[config.mk]
export PLATFORM = sky130hd
export DESIGN_NAME = alu_datapath_pipe
export DESIGN_NICKNAME = d
export VERILOG_FILES = /design/src/rtl/alu_dp_pkg.sv /design/src/rtl/dp_alu.sv /design/src/rtl/alu_datapath_pipe.sv
export SDC_FILE = /design/constraint.sdc
export NUM_CORES = 1
export LEC_CHECK = 0
export BUFFER_PORTS_ARGS = -buffer_cell sky130_fd_sc_hd__buf_2
export CAP_MARGIN = 40
export CELL_PAD_IN_SITES_DETAIL_PLACEMENT = 0
export CELL_PAD_IN_SITES_GLOBAL_PLACEMENT = 1
export CORE_MARGIN = 8
export CORE_UTILIZATION = 44
export DETAILED_ROUTE_END_ITERATION = 10
export PLACE_DENSITY = 0.79
export SLEW_MARGIN = 10
export SYNTH_ARGS = -nofsm -noshare
export SYNTH_HDL_FRONTEND = slang
export SYNTH_HIERARCHICAL = 1
export SYNTH_SLANG_ARGS = --single-unit
[constraint.sdc]
create_clock -name clk -period 3.7 [get_ports clk]
set_clock_uncertainty 0.2 [all_clocks]
set_input_delay 0 -clock clk [delete_from_list [all_inputs] [get_ports clk]]
set_output_delay 0 -clock clk [all_outputs]
set_load 0.005 [all_outputs]
[src/rtl/alu_dp_pkg.sv]
// Shared definitions for the pipelined register-file ALU datapath:
// op codes, flag bit positions and control-word field offsets.
package alu_dp_pkg;

  localparam logic [2:0] OP_PASS = 3'd0;
  localparam logic [2:0] OP_ADD  = 3'd1;
  localparam logic [2:0] OP_SUB  = 3'd2;
  localparam logic [2:0] OP_AND  = 3'd3;
  localparam logic [2:0] OP_OR   = 3'd4;
  localparam logic [2:0] OP_XOR  = 3'd5;
  localparam logic [2:0] OP_SHL  = 3'd6;
  localparam logic [2:0] OP_SHR  = 3'd7;

  localparam int unsigned FLAG_Z = 3;
  localparam int unsigned FLAG_N = 2;
  localparam int unsigned FLAG_C = 1;
  localparam int unsigned FLAG_V = 0;

  localparam int unsigned OP_LSB = 0;
  localparam int unsigned OP_W   = 3;

  // Control word layout: {dest, src_b, src_a, op}, each selector SW bits wide.
  function automatic int unsigned src_a_lsb(input int unsigned sw);
    return OP_W + 0 * sw;
  endfunction

  function automatic int unsigned src_b_lsb(input int unsigned sw);
    return OP_W + sw;
  endfunction

  function automatic int unsigned dest_lsb(input int unsigned sw);
    return OP_W + 2 * sw;
  endfunction

  function automatic int unsigned ctrl_width(input int unsigned sw);
    return OP_W + 3 * sw;
  endfunction

endpackage

[src/rtl/dp_alu.sv]
// Combinational ALU: eight operations plus {Z, N, C, V} status flags.
module dp_alu
  import alu_dp_pkg::*;
#(
  parameter int unsigned WIDTH = 8
) (
  input  logic [2:0]       op,
  input  logic [WIDTH-1:0] a,
  input  logic [WIDTH-1:0] b,
  output logic [WIDTH-1:0] result,
  output logic [3:0]       flags
);

  localparam int unsigned SHW = $clog2(WIDTH);

  logic [WIDTH:0]   sum;
  logic [SHW-1:0]   shamt;
  logic             carry;
  logic             ovf;

  assign shamt = b[SHW-1:0];

  always_comb begin
    sum    = '0;
    result = '0;
    carry  = 1'b0;
    ovf    = 1'b0;
    unique case (op)
      OP_PASS: result = a;
      OP_ADD: begin
        sum    = {1'b0, a} + {1'b0, b};
        result = sum[WIDTH-1:0];
        carry  = sum[WIDTH];
        ovf    = (a[WIDTH-1] == b[WIDTH-1]) && (result[WIDTH-1] != a[WIDTH-1]);
      end
      // Extended subtraction: the top bit is the unsigned borrow (a < b).
      OP_SUB: begin
        sum    = {1'b0, a} - {1'b0, b};
        result = sum[WIDTH-1:0];
        carry  = sum[WIDTH];
        ovf    = (a[WIDTH-1] != b[WIDTH-1]) && (result[WIDTH-1] != a[WIDTH-1]);
      end
      OP_AND:  result = a & b;
      OP_OR:   result = a | b;
      OP_XOR:  result = a ^ b;
      OP_SHL:  result = a << shamt;
      OP_SHR:  result = a >> shamt;
      default: result = a;
    endcase
  end

  always_comb begin
    flags         = '0;
    flags[FLAG_Z] = (result == '0);
    flags[FLAG_N] = result[WIDTH-1];
    flags[FLAG_C] = carry;
    flags[FLAG_V] = ovf;
  end

endmodule

[src/rtl/alu_datapath_pipe.sv]
// Two-stage register-file datapath: issue (operand fetch with forwarding)
// then execute/writeback to a register or the output port.
module alu_datapath_pipe
  import alu_dp_pkg::*;
#(
  parameter  int unsigned WIDTH = 8,
  parameter  int unsigned NREGS = 4,
  localparam int unsigned SW    = $clog2(NREGS) + 1,
  localparam int unsigned CW    = ctrl_width(SW)
) (
  input  logic             clk,
  input  logic             reset,
  input  logic             in_valid,
  input  logic [CW-1:0]    ctrl,
  input  logic [WIDTH-1:0] data_in,
  output logic [WIDTH-1:0] data_out,
  output logic             out_valid,
  output logic [3:0]       flags
);

  localparam int unsigned RI     = $clog2(NREGS);
  localparam int unsigned A_LSB  = src_a_lsb(SW);
  localparam int unsigned B_LSB  = src_b_lsb(SW);
  localparam int unsigned D_LSB  = dest_lsb(SW);

  logic [WIDTH-1:0] regs [NREGS];

  logic [2:0]       op_in;
  logic [SW-1:0]    src_a;
  logic [SW-1:0]    src_b;
  logic [SW-1:0]    dest_in;
  logic [WIDTH-1:0] opa;
  logic [WIDTH-1:0] opb;

  logic             ex_valid;
  logic [2:0]       ex_op;
  logic [SW-1:0]    ex_dest;
  logic [WIDTH-1:0] ex_a;
  logic [WIDTH-1:0] ex_b;

  logic [WIDTH-1:0] alu_result;
  logic [3:0]       alu_flags;
  logic             wb_reg;

  assign op_in   = ctrl[OP_LSB +: OP_W];
  assign src_a   = ctrl[A_LSB +: SW];
  assign src_b   = ctrl[B_LSB +: SW];
  assign dest_in = ctrl[D_LSB +: SW];
  assign wb_reg  = ex_valid && !ex_dest[SW-1];

  // Operand select: data_in, else the result being written this edge, else the register.
  always_comb begin
    opa = regs[src_a[RI-1:0]];
    opb = regs[src_b[RI-1:0]];
    if (src_a[SW-1]) begin
      opa = data_in;
    end else if (wb_reg && (ex_dest[RI-1:0] == src_a[RI-1:0])) begin
      opa = alu_result;
    end
    if (src_b[SW-1]) begin
      opb = data_in;
    end else if (wb_reg && (ex_dest[RI-1:0] == src_b[RI-1:0])) begin
      opb = alu_result;
    end
  end

  dp_alu #(.WIDTH(WIDTH)) u_alu (
    .op     (ex_op),
    .a      (ex_a),
    .b      (ex_b),
    .result (alu_result),
    .flags  (alu_flags)
  );

  // Issue stage registers plus writeback to register file, output and flags.
  always_ff @(posedge clk or negedge reset) begin
    if (!reset) begin
      ex_valid  <= 1'b0;
      ex_op     <= '0;
      ex_dest   <= '0;
      ex_a      <= '0;
      ex_b      <= '0;
      data_out  <= '0;
      out_valid <= 1'b0;
      flags     <= '0;
      for (int unsigned i = 0; i < NREGS; i++) begin
        regs[i] <= '0;
      end
    end else begin
      ex_valid  <= in_valid;
      if (in_valid) begin
        ex_op   <= op_in;
        ex_dest <= dest_in;
        ex_a    <= opa;
        ex_b    <= opb;
      end
      out_valid <= ex_valid && ex_dest[SW-1];
      if (ex_valid) begin
        flags <= alu_flags;
        if (ex_dest[SW-1]) begin
          data_out <= alu_result;
        end else begin
          regs[ex_dest[RI-1:0]] <= alu_result;
        end
      end
    end
  end

endmodule

==> impl_metrics.xml, run 1 <==
<?xml version="1.0" encoding="UTF-8"?>
<metrics>
  <group name="grt">
    <metric name="globalRouteOverflowTotal" unit="">0</metric>
    <metric name="grt_pass1_vias" unit="">4529</metric>
    <metric name="pin_count_of_the_biggest_net_entering_global_routing" unit="">41</metric>
    <metric name="grt_antenna_before_repair" unit="">0</metric>
    <metric name="grt_pass1_wl" unit="um">24480</metric>
    <metric name="grt_usage" unit="">0.1934</metric>
  </group>
  <group name="cts">
    <metric name="cts_made_buffers" unit="">9</metric>
    <metric name="insertion_delay" unit="ns">0.33</metric>
    <metric name="cts_tree" unit="">built</metric>
    <metric name="post-cts-setup-buffer-count" unit="">0</metric>
    <metric name="clockBufferDepth" unit="">2</metric>
    <metric name="root_buffer" unit="">sky130_fd_sc_hd__clkbuf_16</metric>
    <metric name="clock-sinks" unit="">68</metric>
    <metric name="clk_pin_slew" unit="ns">0.05</metric>
    <metric name="cts-htree-levels" unit="">3</metric>
  </group>
  <group name="timing">
    <metric name="tightest_slew" unit="ns">0.7772</metric>
    <metric name="drv_slew" unit="">0</metric>
    <metric name="max_freq" unit="MHz">280.9</metric>
    <metric name="min_period" unit="ns">3.560</metric>
    <metric name="finalHoldViolations" unit="">0</metric>
    <metric name="final_min_period_over_clock_period" unit="">0.9622</metric>
    <metric name="maxSlewHeadroom" unit="">0.4801</metric>
    <metric name="grt_setup_unrepaired" unit="">false</metric>
    <metric name="setup_slack" unit="ns">0.1397</metric>
    <metric name="setup_viol" unit="">0</metric>
    <metric name="fin_setup_tns" unit="ns">0</metric>
  </group>
  <group name="die">
    <metric name="floorplan.core_area" unit="um^2">11960</metric>
    <metric name="start_util" unit="">0.4469</metric>
    <metric name="design.die.area" unit="um^2">15930</metric>
    <metric name="boundaryPins" unit="">36</metric>
    <metric name="fp.dieH" unit="um">126.2</metric>
    <metric name="die-width" unit="um">126.2</metric>
    <metric name="row_count" unit="">40</metric>
  </group>
  <group name="power">
    <metric name="vdd_ir_drop_max" unit="mV">0.4056</metric>
    <metric name="static-leakage-power" unit="nW">2.594</metric>
    <metric name="power_density" unit="nW/um^2">736.3</metric>
  </group>
  <group name="worst_setup_path">
    <metric name="arrival" unit="ns">3.63</metric>
    <metric name="criticalPathCategory" unit="">reg2reg</metric>
    <metric name="reg2reg_depth" unit="">11</metric>
    <metric name="type_of_element_capturing_the_critical_path" unit="">register</metric>
    <metric name="path_max_fanout" unit="">8</metric>
    <metric name="worst_r2r_startpoint" unit="">ex_a[0]</metric>
    <metric name="cp.required" unit="ns">3.77</metric>
    <metric name="setup.worst_path.start_class" unit="">register</metric>
    <metric name="rrSetupSlack" unit="ns">0.14</metric>
    <metric name="critPathLaunch" unit="">ex_a[0]</metric>
  </group>
  <group name="flow_run">
    <metric name="cap_violations" unit="">0</metric>
  </group>
  <group name="detailed_routing">
    <metric name="viasPerCell" unit="">6.238</metric>
    <metric name="routed_wire_length_per_instance" unit="um">21.14</metric>
    <metric name="detail_route.iter0.violations" unit="">393</metric>
    <metric name="drt.antenna.violating_nets" unit="">0</metric>
    <metric name="dr_total_vias" unit="">4479</metric>
    <metric name="routed_wire_length" unit="um">15180</metric>
    <metric name="drt_pre_antenna_iters" unit="">6</metric>
    <metric name="drc" unit="">0</metric>
  </group>
  <group name="cells_and_area">
    <metric name="flow.area_growth_from_synthesis" unit="%">16.20</metric>
    <metric name="design.final.nets" unit="">616</metric>
    <metric name="layout_cells_sized_above_1" unit="">0.2785</metric>
    <metric name="antennaDiodeCount" unit="">0</metric>
  </group>
  <group name="yosys">
    <metric name="yosysMostFrequentCell" unit="">sky130_fd_sc_hd__dfrtp_1</metric>
    <metric name="top_cells_by_count_synth" unit="">sky130_fd_sc_hd__dfrtp_1 (68), sky130_fd_sc_hd__mux2_2 (44), sky130_fd_sc_hd__a21oi_1 (37)</metric>
    <metric name="synth-async-reset-ratio" unit="">1.000</metric>
    <metric name="cell_type_with_the_highest_aggregate_area_in_the_netlist" unit="">sky130_fd_sc_hd__dfrtp_1</metric>
    <metric name="synth_top_cells_by_area" unit="">sky130_fd_sc_hd__dfrtp_1 (32%), sky130_fd_sc_hd__mux2_2 (9.3%), sky130_fd_sc_hd__mux4_2 (8.8%)</metric>
    <metric name="synth_xor_area_frac" unit="">0.01943</metric>
    <metric name="synth_top_family_by_area" unit="">multiplexers</metric>
    <metric name="yosys_most_used_dff" unit="">sky130_fd_sc_hd__dfrtp_1</metric>
    <metric name="register_bit_count_reported_by_yosys" unit="">68</metric>
    <metric name="netlist_area" unit="um^2">5345</metric>
    <metric name="postSynthCellCount" unit="">518</metric>
    <metric name="synth_top_area_share" unit="">0.3184</metric>
    <metric name="syn_nets" unit="">568</metric>
    <metric name="syn_avg_cell_area" unit="um^2">10.32</metric>
    <metric name="synth_sequential_area_ratio" unit="">0.3184</metric>
    <metric name="synth-edff-count" unit="">0</metric>
    <metric name="synth_cell_type_count" unit="">67</metric>
    <metric name="synth-compound-area-share" unit="">0.1901</metric>
    <metric name="synth.mux.area_fraction" unit="">0.2116</metric>
    <metric name="yosys.area_share.simple" unit="">0.1306</metric>
    <metric name="adder_cell_fraction_of_synth_area" unit="">0.06601</metric>
    <metric name="ys.warnings.count" unit="">6</metric>
  </group>
  <group name="outcome">
    <metric name="outcome" unit="">completed</metric>
  </group>
  <group name="place">
    <metric name="gp_routability_congestion" unit="">0.9586</metric>
    <metric name="dp_hpwl" unit="um">11430</metric>
    <metric name="detailedPlace.worstSlack" unit="ns">0.1201</metric>
    <metric name="numPortBuffers" unit="">35</metric>
  </group>
  <group name="hold_path">
    <metric name="min-delay-path-class" unit="">in2async</metric>
  </group>
</metrics>
## final timing paths
| check | endpoint |
|---|---|
| worst max-delay path | flags[3] |
| worst min-delay path | regs[25] |
| worst max register to register | flags[3] |
| worst min register to register | data_out[4] |
| max in group asynchronous | data_out[7] |
| min in group clk | ex_a[5] |
## area by class of cell
cell class	instances	area, um^2
clock inverters	3	67.56
fillers	1018	5751
clock buffers	13	270.3
inverters	28	105.1
well taps	147	183.9
repair buffers	77	563.0
multi-input cells	382	3319
flip-flops and latches	68	1702
## worst max-delay path: stages (launching register included)
cell and delay [ns]:
sky130_fd_sc_hd__dfrtp_1 0.48, sky130_fd_sc_hd__inv_1 0.12, sky130_fd_sc_hd__ha_1 0.25, sky130_fd_sc_hd__fa_1 0.46, sky130_fd_sc_hd__o21bai_1 0.17, sky130_fd_sc_hd__a21oi_1 0.11
sky130_fd_sc_hd__o31ai_1 0.42, sky130_fd_sc_hd__xnor2_1 0.19, sky130_fd_sc_hd__nor2_1 0.06, sky130_fd_sc_hd__o32a_1 0.51, sky130_fd_sc_hd__nor4b_2 0.34, sky130_fd_sc_hd__mux2_2 0.19
## layout by cell type, fill, tap and decap left out, types with 11 or more instances in the layout
cell and n:
sky130_fd_sc_hd__nand3_1 19, sky130_fd_sc_hd__mux2i_1 11, sky130_fd_sc_hd__buf_2 35, sky130_fd_sc_hd__nand2_1 23
sky130_fd_sc_hd__mux4_2 21, sky130_fd_sc_hd__buf_4 19, sky130_fd_sc_hd__dfrtp_1 68, sky130_fd_sc_hd__dlygate4sd3_1 21
sky130_fd_sc_hd__mux2_2 44, sky130_fd_sc_hd__o21ai_0 25, sky130_fd_sc_hd__a21oi_1 37, sky130_fd_sc_hd__nor2_1 22
sky130_fd_sc_hd__a31oi_1 13, sky130_fd_sc_hd__ha_1 25, sky130_fd_sc_hd__inv_1 26
## cell families (layout without fill, tap and decap cells)
family | after synthesis | in the layout
AO/OA/AOI/OAI | 148 | 148
XOR/XNOR | 11 | 11
adder cells (fa/ha/maj) | 27 | 27
buffers and inverters | 68 | 121
flip-flops | 68 | 68
multiplexers | 78 | 78
AND/OR/NAND/NOR | 118 | 118
## registers in the layout, indices dropped and copies added, names as in the netlist
| name | cells |
|---|---|
| regs | 32 |
| data_out | 8 |
| ex_a | 8 |
| ex_b | 8 |
| flags | 4 |
| ex_dest | 3 |
| ex_op | 3 |
| ex_valid | 1 |
| out_valid | 1 |
## metal layers
layer | GRT usage | routed length [um] | part of all wire
met3 | 0.02743 | 707 | 0.047
met2 | 0.3339 | 7689 | 0.51
met4 | 0.1069 | 593 | 0.039
met1 | 0.2275 | 6185 | 0.41
met5 | 0 | 0 | 0
## where the power goes
| part | internal [mW] | switching [mW] |
|---|---|---|
| sequential | 1.04 | 0.287 |
| clock | 0.645 | 0.307 |
| combinational | 1.07 | 1.22 |
| total | 2.76 | 1.81 |
## repair_timing
action,CTS,global route
setup endpoints to repair,0,1
resized for setup,0,2
hold buffers,21,0
endpoints found under the hold margin,91,0
## stage by stage
stage / utilization / hold slack (ns) / instances / total power [mW] / area (um^2)
after floorplan: - / -0.4956 / 518 / 2.870 / 5345
after global placement: 0.4690 / 0.005944 / 679 / 3.476 / 5610
after detailed placement: 0.4720 / -0.2735 / 681 / 3.549 / 5645
after CTS: 0.5178 / 0.03639 / 718 / 4.540 / 6193
after global routing: 0.5192 / 0.03980 / 718 / 4.853 / 6211
final: 0.5192 / 0.03437 / 718 / 4.573 / 6211
Note: power is estimated with default switching activity, not from simulation.
==> inputs of run 2 (changes only) <==
--- a/config.mk
+++ b/config.mk
@@ -5,7 +5,7 @@
 export SDC_FILE = /design/constraint.sdc
 export NUM_CORES = 1
 export LEC_CHECK = 0
-export BUFFER_PORTS_ARGS = -buffer_cell sky130_fd_sc_hd__buf_2
+export BUFFER_PORTS_ARGS = -buffer_cell sky130_fd_sc_hd__clkbuf_2
 export CAP_MARGIN = 40
 export CELL_PAD_IN_SITES_DETAIL_PLACEMENT = 0
 export CELL_PAD_IN_SITES_GLOBAL_PLACEMENT = 1
==> impl_metrics.xml, run 2 (synthesized netlist as in run 1, its figures left out) <==
<?xml version="1.0" encoding="UTF-8"?>
<metrics>
  <group name="cells_and_area">
    <metric name="antennaDiodeCount" unit="">0</metric>
    <metric name="finish.instance_area" unit="um^2">6240</metric>
    <metric name="design.final.nets" unit="">618</metric>
    <metric name="registers.top_by_ff_count" unit="">regs</metric>
    <metric name="layout.filler_cells" unit="">1052</metric>
    <metric name="layout.cells.most_common_list" unit="">sky130_fd_sc_hd__dfrtp_1 (67), sky130_fd_sc_hd__mux2_2 (44), sky130_fd_sc_hd__a21oi_1 (37)</metric>
    <metric name="largest_reg_flops" unit="">32</metric>
    <metric name="post-route-util" unit="">0.5217</metric>
    <metric name="flow.area_growth_from_synthesis" unit="%">16.74</metric>
    <metric name="sequential_cell_area" unit="um^2">1703</metric>
    <metric name="multi_input_comb_area" unit="um^2">3332</metric>
    <metric name="layout_cells_sized_above_1" unit="">0.2880</metric>
    <metric name="mostFrequentLayoutCell" unit="">sky130_fd_sc_hd__dfrtp_1</metric>
  </group>
  <group name="cts">
    <metric name="clk_pin_slew" unit="ns">0.05</metric>
    <metric name="clock-sinks" unit="">68</metric>
    <metric name="cts_made_buffers" unit="">9</metric>
    <metric name="post-cts-setup-buffer-count" unit="">0</metric>
    <metric name="cts-htree-levels" unit="">3</metric>
    <metric name="cts_tree" unit="">built</metric>
    <metric name="root_buffer" unit="">sky130_fd_sc_hd__clkbuf_16</metric>
    <metric name="clockBufferDepth" unit="">2</metric>
    <metric name="insertion_delay" unit="ns">0.33</metric>
  </group>
  <group name="power">
    <metric name="combPwrFrac" unit="">0.505</metric>
    <metric name="proportion_of_total_power_due_to_net_switching" unit="">0.3943</metric>
    <metric name="share_seq_of_total_power" unit="">0.289</metric>
    <metric name="vdd_ir_drop_max" unit="mV">0.4203</metric>
    <metric name="clkPwrFrac" unit="">0.206</metric>
    <metric name="net_switching_power" unit="mW">1.811</metric>
    <metric name="static-leakage-power" unit="nW">2.608</metric>
    <metric name="power_density" unit="nW/um^2">736.2</metric>
    <metric name="p_int" unit="mW">2.783</metric>
    <metric name="power.total" unit="mW">4.594</metric>
  </group>
  <group name="timing">
    <metric name="tightest_slew" unit="ns">0.7948</metric>
    <metric name="max_freq" unit="MHz">290.1</metric>
    <metric name="finalHoldViolations" unit="">0</metric>
    <metric name="drv_slew" unit="">0</metric>
    <metric name="fin_setup_tns" unit="ns">0</metric>
    <metric name="min_period" unit="ns">3.447</metric>
    <metric name="final_min_period_over_clock_period" unit="">0.9317</metric>
    <metric name="setup_viol" unit="">0</metric>
    <metric name="maxSlewHeadroom" unit="">0.4683</metric>
    <metric name="grt_setup_unrepaired" unit="">false</metric>
    <metric name="setup_slack" unit="ns">0.2527</metric>
  </group>
  <group name="detailed_routing">
    <metric name="detail_route.iter0.violations" unit="">453</metric>
    <metric name="routed_wire_length_per_instance" unit="um">20.72</metric>
    <metric name="drt_pre_antenna_iters" unit="">5</metric>
    <metric name="drt.antenna.violating_nets" unit="">0</metric>
    <metric name="drc" unit="">0</metric>
    <metric name="dr_total_vias" unit="">4509</metric>
    <metric name="viasPerCell" unit="">6.263</metric>
    <metric name="routed_wire_length" unit="um">14920</metric>
  </group>
  <group name="outcome">
    <metric name="outcome" unit="">completed</metric>
  </group>
  <group name="worst_setup_path">
    <metric name="type_of_element_capturing_the_critical_path" unit="">register</metric>
    <metric name="arrival" unit="ns">3.52</metric>
    <metric name="criticalPathCategory" unit="">reg2reg</metric>
    <metric name="rrSetupSlack" unit="ns">0.25</metric>
    <metric name="setup.worst_path.start_class" unit="">register</metric>
    <metric name="cp.required" unit="ns">3.77</metric>
    <metric name="path_max_fanout" unit="">8</metric>
  </group>
  <group name="grt">
    <metric name="grt_pass1_wl" unit="um">24360</metric>
    <metric name="grt_antenna_before_repair" unit="">0</metric>
    <metric name="pin_count_of_the_biggest_net_entering_global_routing" unit="">41</metric>
    <metric name="grt_usage" unit="">0.1903</metric>
    <metric name="grt_pass1_vias" unit="">4558</metric>
    <metric name="globalRouteOverflowTotal" unit="">0</metric>
  </group>
  <group name="die">
    <metric name="row_count" unit="">40</metric>
    <metric name="floorplan.core_area" unit="um^2">11960</metric>
    <metric name="design.die.area" unit="um^2">15930</metric>
    <metric name="die-width" unit="um">126.2</metric>
    <metric name="fp.dieH" unit="um">126.2</metric>
    <metric name="boundaryPins" unit="">36</metric>
    <metric name="start_util" unit="">0.4469</metric>
  </group>
  <group name="place">
    <metric name="dp_hpwl" unit="um">11350</metric>
    <metric name="placement.cell_area" unit="um^2">5660</metric>
    <metric name="detailedPlace.worstSlack" unit="ns">0.1141</metric>
    <metric name="numPortBuffers" unit="">35</metric>
    <metric name="gp_routability_congestion" unit="">0.8952</metric>
  </group>
  <group name="hold_path">
    <metric name="min-delay-path-class" unit="">in2reg</metric>
  </group>
  <group name="flow_run">
    <metric name="cap_violations" unit="">0</metric>
  </group>
</metrics>
[run 2: changes by cell type in the layout (fill, tap and decap cells not counted), sizes merged]
cell	delta
buf	-32
clkbuf	+34
[run 2: critical path: stages (launching register included)]
cell                       delay, ns
sky130_fd_sc_hd__dfrtp_1        0.48
sky130_fd_sc_hd__inv_1          0.12
sky130_fd_sc_hd__ha_1           0.25
sky130_fd_sc_hd__fa_1           0.43
sky130_fd_sc_hd__o21bai_1       0.14
sky130_fd_sc_hd__a21oi_1        0.13
sky130_fd_sc_hd__o31ai_2        0.32
sky130_fd_sc_hd__xnor2_1        0.16
sky130_fd_sc_hd__nor2_1         0.06
sky130_fd_sc_hd__o32a_1         0.51
sky130_fd_sc_hd__nor4b_2        0.39
sky130_fd_sc_hd__mux2_2         0.20
[run 2: cell type report]
class	count	share of cell area
repair buffers	79	0.09264
clock inverters	3	0.01083
flip-flops and latches	68	0.2729
inverters	28	0.01684
well taps	147	0.02948
multi-input cells	382	0.5340
clock buffers	13	0.04331
[run 2: worst paths after layout]
kind / from / cells after the start / endpoint
worst min register to register: data_out[4] / 2 / data_out[4]
worst max-delay path: ex_a[0] / 11 / flags[3]
worst max register to register: ex_a[0] / 11 / flags[3]
worst min-delay path: in_valid / 1 / ex_valid
max in group asynchronous: reset / 4 / ex_a[1]
min in group asynchronous: reset / 4 / regs[3]
[run 2: layer usage]
metal	global-route usage	wire length [um]	part of all wire	up-vias
met5	0	0	0	-
met2	0.3358	7579	0.51	174
met3	0.03291	812	0.054	32
met1	0.2266	6079	0.41	2243
met4	0.07077	449	0.030	0
li1	-	-	-	2060
[run 2: what timing repair did]
action                                  in CTS  in global routing
resized for setup                            0                  6
endpoints found under the setup margin       0                  2
endpoints found under the hold margin       90                  0
hold buffers                                21                  0
[run 2: metrics by stage]
step,cells,hold WS (ns)
final,720,0.1032
after global routing,720,0.1557
after CTS,720,0.08633
after detailed placement,683,-0.3076
after global placement,681,-0.02097
after floorplan,518,-0.4956
[run 2: power by group through the flow]
stage / sequential, mW / clock (mW) / combinational (mW)
after global routing: 1.37 / 0.995 / 2.52
after CTS: 1.32 / 0.966 / 2.25
final: 1.33 / 0.948 / 2.32
after global placement: 1.29 / 0 / 2.19
after detailed placement: 1.33 / 0 / 2.21
after floorplan: 1.27 / 0 / 1.60
==> inputs of run 3 (changes only) <==
--- a/config.mk
+++ b/config.mk
@@ -10,9 +10,11 @@
 export CELL_PAD_IN_SITES_DETAIL_PLACEMENT = 0
 export CELL_PAD_IN_SITES_GLOBAL_PLACEMENT = 1
 export CORE_MARGIN = 8
-export CORE_UTILIZATION = 44
+export CORE_UTILIZATION = 45
+export CTS_BUF_LIST = sky130_fd_sc_hd__clkbuf_4 sky130_fd_sc_hd__clkbuf_8
+export CTS_CLUSTER_SIZE = 10
 export DETAILED_ROUTE_END_ITERATION = 10
-export PLACE_DENSITY = 0.79
+export PLACE_DENSITY = 0.8
 export SLEW_MARGIN = 10
 export SYNTH_ARGS = -nofsm -noshare
 export SYNTH_HDL_FRONTEND = slang
==> impl_metrics.xml, run 3 (synthesized netlist as in run 1, its figures left out) <==
<?xml version="1.0" encoding="UTF-8"?>
<metrics>
  <group name="outcome">
    <metric name="outcome" unit="">completed</metric>
  </group>
  <group name="power">
    <metric name="proportion_of_total_power_due_to_net_switching" unit="">0.4151</metric>
    <metric name="net_switching_power" unit="mW">1.764</metric>
    <metric name="static-leakage-power" unit="nW">2.531</metric>
    <metric name="clkPwrFrac" unit="">0.153</metric>
    <metric name="combPwrFrac" unit="">0.534</metric>
    <metric name="power.total" unit="mW">4.249</metric>
    <metric name="vdd_ir_drop_max" unit="mV">0.3514</metric>
    <metric name="share_seq_of_total_power" unit="">0.313</metric>
    <metric name="p_int" unit="mW">2.485</metric>
    <metric name="power_density" unit="nW/um^2">699.9</metric>
  </group>
  <group name="place">
    <metric name="gp_routability_congestion" unit="">0.9451</metric>
    <metric name="dp_hpwl" unit="um">11490</metric>
    <metric name="numPortBuffers" unit="">35</metric>
    <metric name="placement.cell_area" unit="um^2">5625</metric>
  </group>
  <group name="cts">
    <metric name="clock-sinks" unit="">68</metric>
    <metric name="insertion_delay" unit="ns">0.37</metric>
    <metric name="cts_tree" unit="">built</metric>
    <metric name="cts-htree-levels" unit="">3</metric>
    <metric name="clk_pin_slew" unit="ns">0.08</metric>
    <metric name="cts_made_buffers" unit="">9</metric>
    <metric name="root_buffer" unit="">sky130_fd_sc_hd__clkbuf_8</metric>
    <metric name="clockBufferDepth" unit="">2</metric>
    <metric name="post-cts-setup-buffer-count" unit="">0</metric>
  </group>
  <group name="timing">
    <metric name="final_min_period_over_clock_period" unit="">0.9745</metric>
    <metric name="min_period" unit="ns">3.606</metric>
    <metric name="maxSlewHeadroom" unit="">0.4566</metric>
    <metric name="max_freq" unit="MHz">277.3</metric>
    <metric name="fin_setup_tns" unit="ns">0</metric>
    <metric name="finalHoldViolations" unit="">0</metric>
    <metric name="grt_setup_unrepaired" unit="">true</metric>
    <metric name="tightest_slew" unit="ns">0.8124</metric>
    <metric name="setup_viol" unit="">0</metric>
    <metric name="final.hold.worst_slack" unit="ns">0.04210</metric>
    <metric name="drv_slew" unit="">0</metric>
  </group>
  <group name="cells_and_area">
    <metric name="design.final.nets" unit="">618</metric>
    <metric name="sequential_cell_area" unit="um^2">1703</metric>
    <metric name="post-route-util" unit="">0.5140</metric>
    <metric name="largest_reg_flops" unit="">32</metric>
    <metric name="multi_input_comb_area" unit="um^2">3307</metric>
    <metric name="antennaDiodeCount" unit="">0</metric>
    <metric name="layout.filler_cells" unit="">1048</metric>
    <metric name="registers.top_by_ff_count" unit="">regs</metric>
    <metric name="finish.instance_area" unit="um^2">6071</metric>
    <metric name="mostFrequentLayoutCell" unit="">sky130_fd_sc_hd__dfrtp_1</metric>
    <metric name="layout.cells.most_common_list" unit="">sky130_fd_sc_hd__dfrtp_1 (67), sky130_fd_sc_hd__mux2_2 (44), sky130_fd_sc_hd__a21oi_1 (37)</metric>
    <metric name="layout_cells_sized_above_1" unit="">0.2802</metric>
    <metric name="flow.area_growth_from_synthesis" unit="%">13.58</metric>
  </group>
  <group name="die">
    <metric name="die-width" unit="um">125.0</metric>
    <metric name="start_util" unit="">0.4525</metric>
    <metric name="fp.dieH" unit="um">125.0</metric>
    <metric name="floorplan.core_area" unit="um^2">11810</metric>
    <metric name="row_count" unit="">40</metric>
    <metric name="design.die.area" unit="um^2">15620</metric>
    <metric name="boundaryPins" unit="">36</metric>
  </group>
  <group name="worst_setup_path">
    <metric name="arrival" unit="ns">3.68</metric>
    <metric name="criticalPathCategory" unit="">reg2reg</metric>
    <metric name="critPathLaunch" unit="">ex_b[4]</metric>
    <metric name="type_of_element_capturing_the_critical_path" unit="">register</metric>
    <metric name="worst_r2r_startpoint" unit="">ex_b[4]</metric>
    <metric name="critical_path.cell_chain" unit="">inv_1 &gt; ha_2 &gt; nor3_1 &gt; a2111oi_2 &gt; o21bai_1 &gt; a211oi_1 &gt; nor4_1 &gt; a211oi_1 &gt; inv_1 &gt; or4_1 &gt; a31oi_1</metric>
    <metric name="path_max_fanout" unit="">11</metric>
    <metric name="cp.required" unit="ns">3.78</metric>
    <metric name="setup.worst_path.start_class" unit="">register</metric>
    <metric name="crit_slowest_cell" unit="">sky130_fd_sc_hd__or4_1</metric>
    <metric name="cp_slowest_stage_delay" unit="ns">0.53</metric>
  </group>
  <group name="grt">
    <metric name="grt_pass1_vias" unit="">4582</metric>
    <metric name="grt_usage" unit="">0.1941</metric>
    <metric name="pin_count_of_the_biggest_net_entering_global_routing" unit="">36</metric>
    <metric name="grt_pass1_wl" unit="um">24620</metric>
    <metric name="grt_antenna_before_repair" unit="">0</metric>
    <metric name="globalRouteOverflowTotal" unit="">0</metric>
  </group>
  <group name="detailed_routing">
    <metric name="detail_route.iter0.violations" unit="">386</metric>
    <metric name="routed_wire_length_per_instance" unit="um">20.98</metric>
    <metric name="drt.antenna.violating_nets" unit="">0</metric>
    <metric name="viasPerCell" unit="">6.220</metric>
    <metric name="routed_wire_length" unit="um">15060</metric>
    <metric name="drc" unit="">0</metric>
    <metric name="dr_total_vias" unit="">4466</metric>
    <metric name="drt_pre_antenna_iters" unit="">5</metric>
  </group>
  <group name="hold_path">
    <metric name="min-delay-path-class" unit="">in2async</metric>
  </group>
  <group name="flow_run">
    <metric name="cap_violations" unit="">0</metric>
  </group>
</metrics>
-- run 3: repair_timing --
action	4_1_cts	5_1_grt
endpoints found under the hold margin	55	0
gates resized for setup	0	3
endpoints found under the setup margin	0	2
hold buffers	23	0
-- run 3: final cells by class --
type                    instances  area share
flip-flops and latches         68      0.2805
repair buffers                 79     0.09275
inverters                      28     0.01731
multi-input cells             382      0.5447
clock buffers                  13     0.02947
clock inverters                 1    0.004946
well taps                     147     0.03030
-- run 3: power by group through the flow --
stage               logic (mW)  registers, mW  clock network, mW
global placement          2.18           1.30                  0
global route              2.47           1.38              0.694
detailed placement        2.21           1.34                  0
CTS                       2.24           1.33              0.669
floorplan                 1.60           1.27                  0
finish                    2.27           1.33              0.651
-- run 3: layer usage --
metal,part of all wire,global-route usage,vias up
li1,-,-,2060
met3,0.037,0.02592,24
met4,0.024,0.08166,0
met2,0.52,0.3455,122
met5,0,0,-
met1,0.42,0.2303,2260
-- run 3: worst max-delay path, delay by kind of cell, from the launching register on --
kind	cells	cell delay (ns)
compound gates	5	1.52
fa+ha+maj	1	0.46
buf+inv	2	0.22
flops	1	0.40
simple gates	3	0.73
-- run 3: path summary, 6_finish.rpt --
check	endpoint	slack [ns]	cells after the start
max	ex_b[7]	0.09	11
max reg2reg	ex_b[7]	0.09	11
min reg2reg	data_out[1]	0.29	2
min in group clk	ex_a[5]	0.14	4
min	ex_a[1]	0.04	2
max in group asynchronous	ex_op[1]	2.24	3
-- run 3: per-stage QoR --
stage | setup slack (ns) | instances
finish | 0.09444 | 718
global route | -0.04039 | 718
CTS | 0.07205 | 718
detailed placement | 0.09328 | 681
global placement | 0.2419 | 681
floorplan | 0.05092 | 518
